## config.mk

```make
export PLATFORM = sky130hd
export DESIGN_NAME = multiport_lut_ram
export DESIGN_NICKNAME = d
export VERILOG_FILES = /design/src/rtl/lut_pkg.sv /design/src/rtl/lut_read_pipe.sv /design/src/rtl/multiport_lut_ram.sv
export SDC_FILE = /design/constraint.sdc
export NUM_CORES = 1
export LEC_CHECK = 0
export CORE_AREA = 2 2 89 91
export DETAILED_ROUTE_END_ITERATION = 16
export DIE_AREA = 0 0 91 93
export DONT_BUFFER_PORTS = 1
export SYNTH_ARGS = -nofsm -noshare
export SYNTH_HDL_FRONTEND = slang
export SYNTH_SLANG_ARGS = --single-unit
```

## constraint.sdc

```tcl
create_clock -name i_clk -period 3.33 [get_ports i_clk]
set_clock_uncertainty 0.1 [all_clocks]
set_input_delay 0.666 -clock i_clk [delete_from_list [all_inputs] [get_ports i_clk]]
set_output_delay 0.666 -clock i_clk [all_outputs]
set_load 0.02 [all_outputs]
```

## src/rtl/lut_pkg.sv

```systemverilog
// Shared types and helpers for multiport_lut_ram and its read pipeline stage.
package lut_pkg;

    typedef enum logic {
        LUT_INIT = 1'b0,
        LUT_RUN  = 1'b1
    } lut_state_t;

    localparam int unsigned LUT_LAT_MIN = 1;
    localparam int unsigned LUT_LAT_MAX = 2;

    // Only one or two read register stages can be built.
    function automatic bit lut_latency_legal(input int unsigned lat);
        return (lat >= LUT_LAT_MIN) && (lat <= LUT_LAT_MAX);
    endfunction

    // Low bit of channel `chan` within a packed bus of `width`-bit slices.
    function automatic int unsigned lut_slice_lo(input int unsigned chan,
                                                 input int unsigned width);
        return chan * width;
    endfunction

endpackage

```

## src/rtl/lut_read_pipe.sv

```systemverilog
// One per-channel read register stage: valid always follows the input, data is
// captured only for valid requests so an idle channel keeps its last result.
module lut_read_pipe
    import lut_pkg::*;
#(
    parameter int unsigned DATAWIDTH = 8
) (
    input  logic                 i_clk,
    input  logic                 i_rst_n,
    input  logic                 i_valid,
    input  logic [DATAWIDTH-1:0] i_data,
    output logic                 o_valid,
    output logic [DATAWIDTH-1:0] o_data
);

    logic                 r_valid;
    logic [DATAWIDTH-1:0] r_data;

    // Register valid every cycle; hold data across idle cycles.
    always_ff @(posedge i_clk or negedge i_rst_n) begin
        if (!i_rst_n) begin
            r_valid <= 1'b0;
            r_data  <= '0;
        end else begin
            r_valid <= i_valid;
            if (i_valid) begin
                r_data <= i_data;
            end
        end
    end

    assign o_valid = r_valid;
    assign o_data  = r_data;

endmodule

```

## src/rtl/multiport_lut_ram.sv

```systemverilog
// Multi-channel lookup RAM with NPORTS independent read channels, a 1- or
// 2-cycle read pipeline and a post-reset sweeper that fills every entry with
// INIT_VAL. Defining LUT_WRITE_EN adds a runtime write port (RUN state only).
module multiport_lut_ram
    import lut_pkg::*;
#(
    parameter int unsigned          DATAWIDTH = 8,
    parameter int unsigned          DEPTHBITS = 4,
    parameter int unsigned          NPORTS    = 16,
    parameter int unsigned          LATENCY   = 1,
    parameter logic [DATAWIDTH-1:0] INIT_VAL  = '0
) (
    input  logic                        i_clk,
    input  logic                        i_rst_n,
    input  logic [NPORTS-1:0]           i_rd_valid,
    input  logic [NPORTS*DEPTHBITS-1:0] i_rd_addr,
    output logic [NPORTS*DATAWIDTH-1:0] o_rd_data,
    output logic [NPORTS-1:0]           o_rd_data_valid,
    output logic                        o_ready
`ifdef LUT_WRITE_EN
    ,
    input  logic                        i_wr_en,
    input  logic [DEPTHBITS-1:0]        i_wr_addr,
    input  logic [DATAWIDTH-1:0]        i_wr_data
`endif
);

    localparam int unsigned DEPTH = 1 << DEPTHBITS;

    if (!lut_latency_legal(LATENCY)) begin : g_bad_latency
        $error("multiport_lut_ram: LATENCY must be 1 or 2");
    end
    if ((NPORTS < 1) || (NPORTS > 32)) begin : g_bad_nports
        $error("multiport_lut_ram: NPORTS must be in 1..32");
    end

    logic [DATAWIDTH-1:0] r_mem [DEPTH];
    lut_state_t           r_state;
    logic [DEPTHBITS-1:0] r_cnt;

    // Sweep FSM: INIT walks every address once, then RUN until the next reset.
    always_ff @(posedge i_clk or negedge i_rst_n) begin
        if (!i_rst_n) begin
            r_state <= LUT_INIT;
            r_cnt   <= '0;
        end else if (r_state == LUT_INIT) begin
            r_cnt <= r_cnt + 1'b1;
            if (r_cnt == DEPTHBITS'(DEPTH - 1)) begin
                r_state <= LUT_RUN;
            end
        end
    end

    // Storage: sweeper owns the array during INIT; the write port only in RUN.
    // Reads sample the array combinationally before this edge lands, which
    // gives read-before-write on a same-address collision.
    always_ff @(posedge i_clk) begin
        if (r_state == LUT_INIT) begin
            r_mem[r_cnt] <= INIT_VAL;
        end
`ifdef LUT_WRITE_EN
        else if (i_wr_en) begin
            r_mem[i_wr_addr] <= i_wr_data;
        end
`endif
    end

    assign o_ready = (r_state == LUT_RUN);

    for (genvar k = 0; k < NPORTS; k++) begin : g_chan
        logic [DEPTHBITS-1:0] w_addr;
        logic                 w_req;
        logic                 w_s1_valid;
        logic [DATAWIDTH-1:0] w_s1_data;

        assign w_addr = i_rd_addr[lut_slice_lo(k, DEPTHBITS) +: DEPTHBITS];
        // Requests during INIT are dropped rather than queued.
        assign w_req  = i_rd_valid[k] && (r_state == LUT_RUN);

        lut_read_pipe #(
            .DATAWIDTH (DATAWIDTH)
        ) u_stage1 (
            .i_clk   (i_clk),
            .i_rst_n (i_rst_n),
            .i_valid (w_req),
            .i_data  (r_mem[w_addr]),
            .o_valid (w_s1_valid),
            .o_data  (w_s1_data)
        );

        if (LATENCY == 2) begin : g_lat2
            logic                 w_s2_valid;
            logic [DATAWIDTH-1:0] w_s2_data;

            lut_read_pipe #(
                .DATAWIDTH (DATAWIDTH)
            ) u_stage2 (
                .i_clk   (i_clk),
                .i_rst_n (i_rst_n),
                .i_valid (w_s1_valid),
                .i_data  (w_s1_data),
                .o_valid (w_s2_valid),
                .o_data  (w_s2_data)
            );

            assign o_rd_data_valid[k]                                    = w_s2_valid;
            assign o_rd_data[lut_slice_lo(k, DATAWIDTH) +: DATAWIDTH] = w_s2_data;
        end else begin : g_lat1
            assign o_rd_data_valid[k]                                    = w_s1_valid;
            assign o_rd_data[lut_slice_lo(k, DATAWIDTH) +: DATAWIDTH] = w_s1_data;
        end
    end

endmodule

```

==> results.md, run 1 <==
- Fmax: 543 MHz
- Pwr dens: 429 nW/um^2
- # IOs: 227
- Clock Power Share: 29.1%
- Total Nets Final: 262
- Final RePlAce weighted congestion: 0.607
- First-pass GRT wire length: 2630 um
- Logic pwr share: 23.5%
- Die height: 93 um
- Internal power: 0.355 mW
- Die Area: 8460 um^2
- Clock buffer depth: 2
- WP data required: 2560 ps
- CP Data Arrival Time: 1070 ps
- Hold endpoint: g_chan[12].u_stage1.o_valid
- Final WL: 2160 um
- Port Buf Inserts: 0
- Core Region: 7530 um^2
- Routed length on met2: 993 um
- Crit path depth: 0
- Leak Pwr: 0.800 nW
- Max Used Layer: met5
- Drt wl/cell: 7.71 um
- N_diodes: 0
- HP Start: i_rd_valid[12]
- Num rows: 32
- Avg Vias per Cell: 2.47
- R2R Setup Slk: 1950 ps
- Non-filler cells, final: 280
- CTS sink count: 21
- CTS tree: yes
- Post-synth EDFFs: 0
- Root buffer cell: clkbuf_8
- Most common cell in the netlist: buf_4
- Vias in the first global route: 448
- IR drop worst, VDD: 192 uV
- Status: complete, no violations
- Routed wl met3: 382 um
- Mean post-synth cell area: 9.51 um^2
- CP Capture Type: output pin
- Min Clock Period, post-route: 1840 ps
- Mapped Area: 1830 um^2
- Worst-Margin Slew: 921 ps
- HP Class: in -> reg
- CP Launch Type: flip-flop
- Placed insts: 275
- DP Area: 1330 um^2
- Reg-to-reg startpoint: o_ready
- Final hold vios: 0
- Distinct cells, synth: 13
- GR Overflow Total: 0
- Crit Path Max Fanout: 22
- Hpwl dp: 1820 um
- Die W: 91 um
- Worst hold stages: 1
- P_sw: 0.243 mW
- Flops & latches, synth: 21
- Worst reg2reg path depth: 2
- Commonest cells in the netlist: buf_4, dfrtp_1, and2_1, xnor2_1
- Drt drc: 0
- Slew HR: 38.4%
- DRT antenna net count: 0
- Seq/Total Area, Yosys: 28.8%
- Setup TNS: 0 ps
- Vias: 691
- Hold Slack: 422 ps
- Part of the power in registers: 47.4%
- Syn. warnings: 0
- Largest cells by area after synthesis: buf_4, dfrtp_1, and2_1, nand4b_4, xnor2_1
- Initial antenna violation count: 1
- Asr flop ratio synth: 100%
- Final Cycle Share: 55.3%
- Drt first-iter violations: 1
- Setup Viol. Count Final: 0
- # resized after CTS: 0
- Mapped Cells: 192
- Yosys top cell by area: buf_4
- Power, Total: 0.598 mW
- Share of layout cells above drive strength 1: 4.49%
- Max-Cap Viols: 0
- Crit path kind: reg -> out
- Synth-to-Final Area Change: -23.8%
- Top-area cell type share of the netlist area: 59.2%
- Drt pass-1 iters: 2
- Metal-1 WL: 766 um
- H-Tree Level Count: 1
- Worst-path clk slew: 90 ps
- R2R Path End: r_cnt[3]
- Num CTS Buffers: 3
- Clock Latency Late Sink: 260 ps
- Largest net degree at the start of global routing: 23
- Post-route cell area: 1390 um^2
- Initial Utilization: 24.3%
- RSZ-0062 raised after global routing: no
- Synth Flop Type: dfrtp_1
- Sw frac: 40.6%
- Fin. max-slew vios: 0
- GRT Total Usage: 4.10%
==> cell type report <==
cell class,instances,area [um^2]
Sequential cell,21,526
Tap cell,102,128
Clock inverter,1,7.51
Multi-Input combinational cell,152,681
Fill cell,861,6130
Timing Repair Buffer,1,10.0
Clock buffer,3,41.3
==> through the flow <==
| stage | utilization (%) | worst slack, ps |
|---|---|---|
| final | 18.5 | 1490 |
| after global routing | 18.5 | 1390 |
| after CTS | 18.5 | 1430 |
| after detailed placement | 17.7 | 1720 |
| after global placement | 17.7 | 1760 |
| after floorplan | - | 2080 |
==> routing by layer <==
layer / global-route usage, % / vias up
met4: 0.758 / 2
met2: 6.23 / 97
met1: 5.01 / 310
met5: 0 / -
li1: - / 280
met3: 2.50 / 2
==> timing repair <==
| action | CTS | global route |
|---|---|---|
| setup buffers | 0 | 0 |
| hold buffers | 1 | 0 |
| endpoints found under the hold margin | 21 | 0 |
==> how the worst max path moves through the flow <==
stage	from	end	slack [ps]
after detailed placement	o_ready	o_ready	1720
after global routing	o_ready	o_ready	1390
final	o_ready	o_ready	1490
after CTS	o_ready	o_ready	1430
after global placement	o_ready	o_ready	1760
after floorplan	g_chan[0].u_stage1.o_valid	o_rd_data_valid[0]	2080
==> worst register-to-register path, delay by kind of cell, from the launching register on <==
kind / cells / cell delay (ps)
xor+xnor: 1 / 110
flops: 1 / 820
simple gates: 1 / 290
==> flip-flops by register name, summed over array words and instances (netlist names) <==
name / count
r_cnt: 4
g_chan.u_stage1.o_valid: 16
o_ready: 1
==> cells in the final DEF (no fill, tap or decap) <==
cell           instances
a31o_2                 1
and2_1                16
clkbuf_8               3
clkinvlp_4             1
conb_1               128
dfrtp_1               21
dlygate4sd3_1          1
ha_1                   1
mux2_4                 1
nand2b_1               1
nand4b_4               1
xnor2_1                2
xnor2_2                1
==> power by group through the flow <==
stage / combinational, mW / clock [mW] / sequential, mW
finish: 0.141 / 0.174 / 0.283
global route: 0.150 / 0.192 / 0.285
CTS: 0.138 / 0.179 / 0.284
detailed placement: 0.132 / 0 / 0.289
global placement: 0.132 / 0 / 0.289
floorplan: 0.275 / 0 / 0.272
==> cell families (layout without fill, tap and decap cells) <==
group,count (synthesis),in the layout,synth area share [%]
buf+inv,146,5,60.1
flops,21,21,28.8
simple gates,18,18,7.12
xor+xnor,3,3,1.85
fa+ha+maj,1,1,0.685
other cells,1,128,0.205
compound gates,1,1,0.480
mux,1,1,0.822
Power figures use the tool's default switching activity.
==> inputs of run 2 (changes only) <==
clock period = 1.5 ns   (was 3.33 ns; I/O delays follow)
==> run 2 against run 1 <==
Worst setup slack worse by 1400 ps; sequential power increased by 120%; clock power grew 110%; utilization grew 0.22 points; final cell count rose by 1.1%; register-to-register slack worse by 1700 ps; global-route usage rose by 0.15 points; hold slack got worse by 350 ps; die area did not move; first-iteration DRC count did not move.
==> results.md, run 2 (synthesis gave the netlist of run 1 again) <==
- Vias: 703 (+1.7%)
- Drt first-iter violations: 1 (unchanged)
- Final Cycle Share: 90.9%
- Drt drc: 0 (unchanged)
- Initial antenna violation count: 3 (+2)
- WP data required: 1100 ps (-1460 ps)
- IR drop worst, VDD: 291 uV (+52%)
- Die Area: 8460 um^2 (unchanged)
- CP Launch Type: flip-flop
- Hpwl dp: 1910 um (+4.7%)
- Vias in the first global route: 477 (+6.5%)
- Core Region: 7530 um^2 (unchanged)
- Fmax: 733 MHz
- # IOs: 227 (unchanged)
- CTS sink count: 21 (unchanged)
- Slowest stage delay, CP: 490 ps
- GRT Total Usage: 4.25% (+0.15 points)
- Share of layout cells above drive strength 1: 5.00% (+0.51 points)
- Fin. max-slew vios: 0 (unchanged)
- # fillers: 863 (+0.23%)
- Synth-to-Final Area Change: -22.9%
- Commonest cells after routing, fill and taps aside: conb_1, dfrtp_1, and2_1
- Crit path kind: reg -> out
- Worst hold stages: 1 (unchanged)
- Crit Path Max Fanout: 7 (-68%)
- Setup TNS: 0 ps (unchanged)
- CP Cell Sequence: buf_4
- Worst-path clk slew: 70 ps (-20 ps)
- Top cell family by delay on the critical path: flip-flops
- CP Data Arrival Time: 960 ps (-110 ps)
- H-Tree Level Count: 1 (unchanged)
- Final core utilization: 18.7% (+0.22 points)
- Avg Vias per Cell: 2.48 (+0.66%)
- Hold endpoint: g_chan[13].u_stage1.o_valid
- HP Start: i_rd_valid[13]
- Root buffer cell: clkbuf_8
- Worst-Margin Slew: 920 ps (-1.06 ps)
- Slew HR: 38.7% (+0.27 points)
- Num CTS Buffers: 3 (unchanged)
- Die W: 91 um (unchanged)
- First-pass GRT wire length: 2730 um (+3.7%)
- Max-Cap Viols: 0 (unchanged)
- Max reg flops: 16 (unchanged)
- Post-CTS Setup Bufs: 0 (unchanged)
- Leak Pwr: 0.819 nW (+2.3%)
- Initial Utilization: 24.3% (unchanged)
- CP Capture Type: output pin
- Die height: 93 um (unchanged)
- HP Class: in -> reg
- Worst reg2reg path depth: 2 (unchanged)
- Num rows: 32 (unchanged)
- R2R Path End: r_cnt[1]
- Power, Total: 1.30 mW (+120%)
- Most common cell after layout, fill and taps aside: conb_1
- Setup Viol. Count Final: 0 (unchanged)
- RSZ-0062 raised after global routing: no
- Worst path slowest cell: dfrtp_1
- Bufs and invs on worst path: 1
- Pwr dens: 925 nW/um^2 (+120%)
- Total Nets Final: 264 (+0.76%)
- Clock Latency Late Sink: 250 ps (about the same)
- Status: complete, no violations
- Clock buffer depth: 2 (unchanged)
- Largest net degree at the start of global routing: 22 (-4.3%)
- Final RePlAce weighted congestion: 0.622 (+2.6%)
- CTS tree: yes
- Drt pass-1 iters: 2 (unchanged)
- Min Clock Period, post-route: 1360 ps
- Port Buf Inserts: 0 (unchanged)
- Final hold vios: 0 (unchanged)
- GR Overflow Total: 0 (unchanged)
- Final WL: 2180 um (+1.2%)
- Drt wl/cell: 7.72 um (about the same)
- Reg-to-reg startpoint: r_cnt[0]
- R2R Setup Slk: 260 ps (-1690 ps)
- DRT antenna net count: 0 (unchanged)
-- run 2: how the worst max path moves through the flow --
stage / start / to / slack [ps] / cells after the start
floorplan: r_cnt[0] / r_cnt[1] / 320 / 2
global placement: r_cnt[0] / r_cnt[1] / 300 / 2
detailed placement: r_cnt[0] / r_cnt[1] / 270 / 2
CTS: i_rst_n / g_chan[11].u_stage1.o_valid / 110 / 1
global route: o_ready / o_ready / 60 / 1
finish: o_ready / o_ready / 140 / 1
-- run 2: power breakdown --
| group | total, mW | switching [mW] | leakage (nW) | internal, mW |
|---|---|---|---|---|
| sequential | 0.628 | 0.0408 | 0.251 | 0.588 |
| combinational | 0.313 | 0.299 | 0.545 | 0.0133 |
| clock | 0.362 | 0.173 | 0.0228 | 0.189 |
| total | 1.30 | 0.514 | 0.819 | 0.790 |
-- run 2: per-layer routing --
| layer | vias to the layer above | track usage [%] | share of wire [%] |
|---|---|---|---|
| met5 | - | 0 | 1.5 |
| met4 | 4 | 1.14 | 0.092 |
| met3 | 4 | 3.14 | 20 |
| met2 | 97 | 6.73 | 49 |
| met1 | 312 | 4.50 | 30 |
| li1 | 286 | - | - |
-- run 2: per-stage QoR --
| stage | hold WS [ps] | instances | worst slack, ps | instance area (um^2) |
|---|---|---|---|---|
| 2_1_floorplan | -95.6 | 319 | 320 | 2300 |
| 5_1_grt | 57.9 | 283 | 63.9 | 1410 |
| 3_3_place_gp | -95.0 | 277 | 299 | 1350 |
| 4_1_cts | 65.4 | 282 | 110 | 1400 |
| 6_report | 74.9 | 283 | 136 | 1410 |
| 3_5_place_dp | -95.1 | 277 | 269 | 1350 |
-- run 2: layout make-up --
cell class | count | area, um^2 | area share (%)
Clock buffer | 4 | 45.0 | 3.20
Multi-Input combinational cell | 152 | 681 | 48.3
Antenna cell | 1 | 2.50 | 0.178
Timing Repair Buffer | 3 | 27.5 | 1.95
Sequential cell | 21 | 526 | 37.3
Tap cell | 102 | 128 | 9.06
-- run 2: repair_timing --
action,CTS,global route
endpoints found under the setup margin,0,21
endpoints found under the hold margin,21,0
hold buffers,1,0
resized for setup,0,1
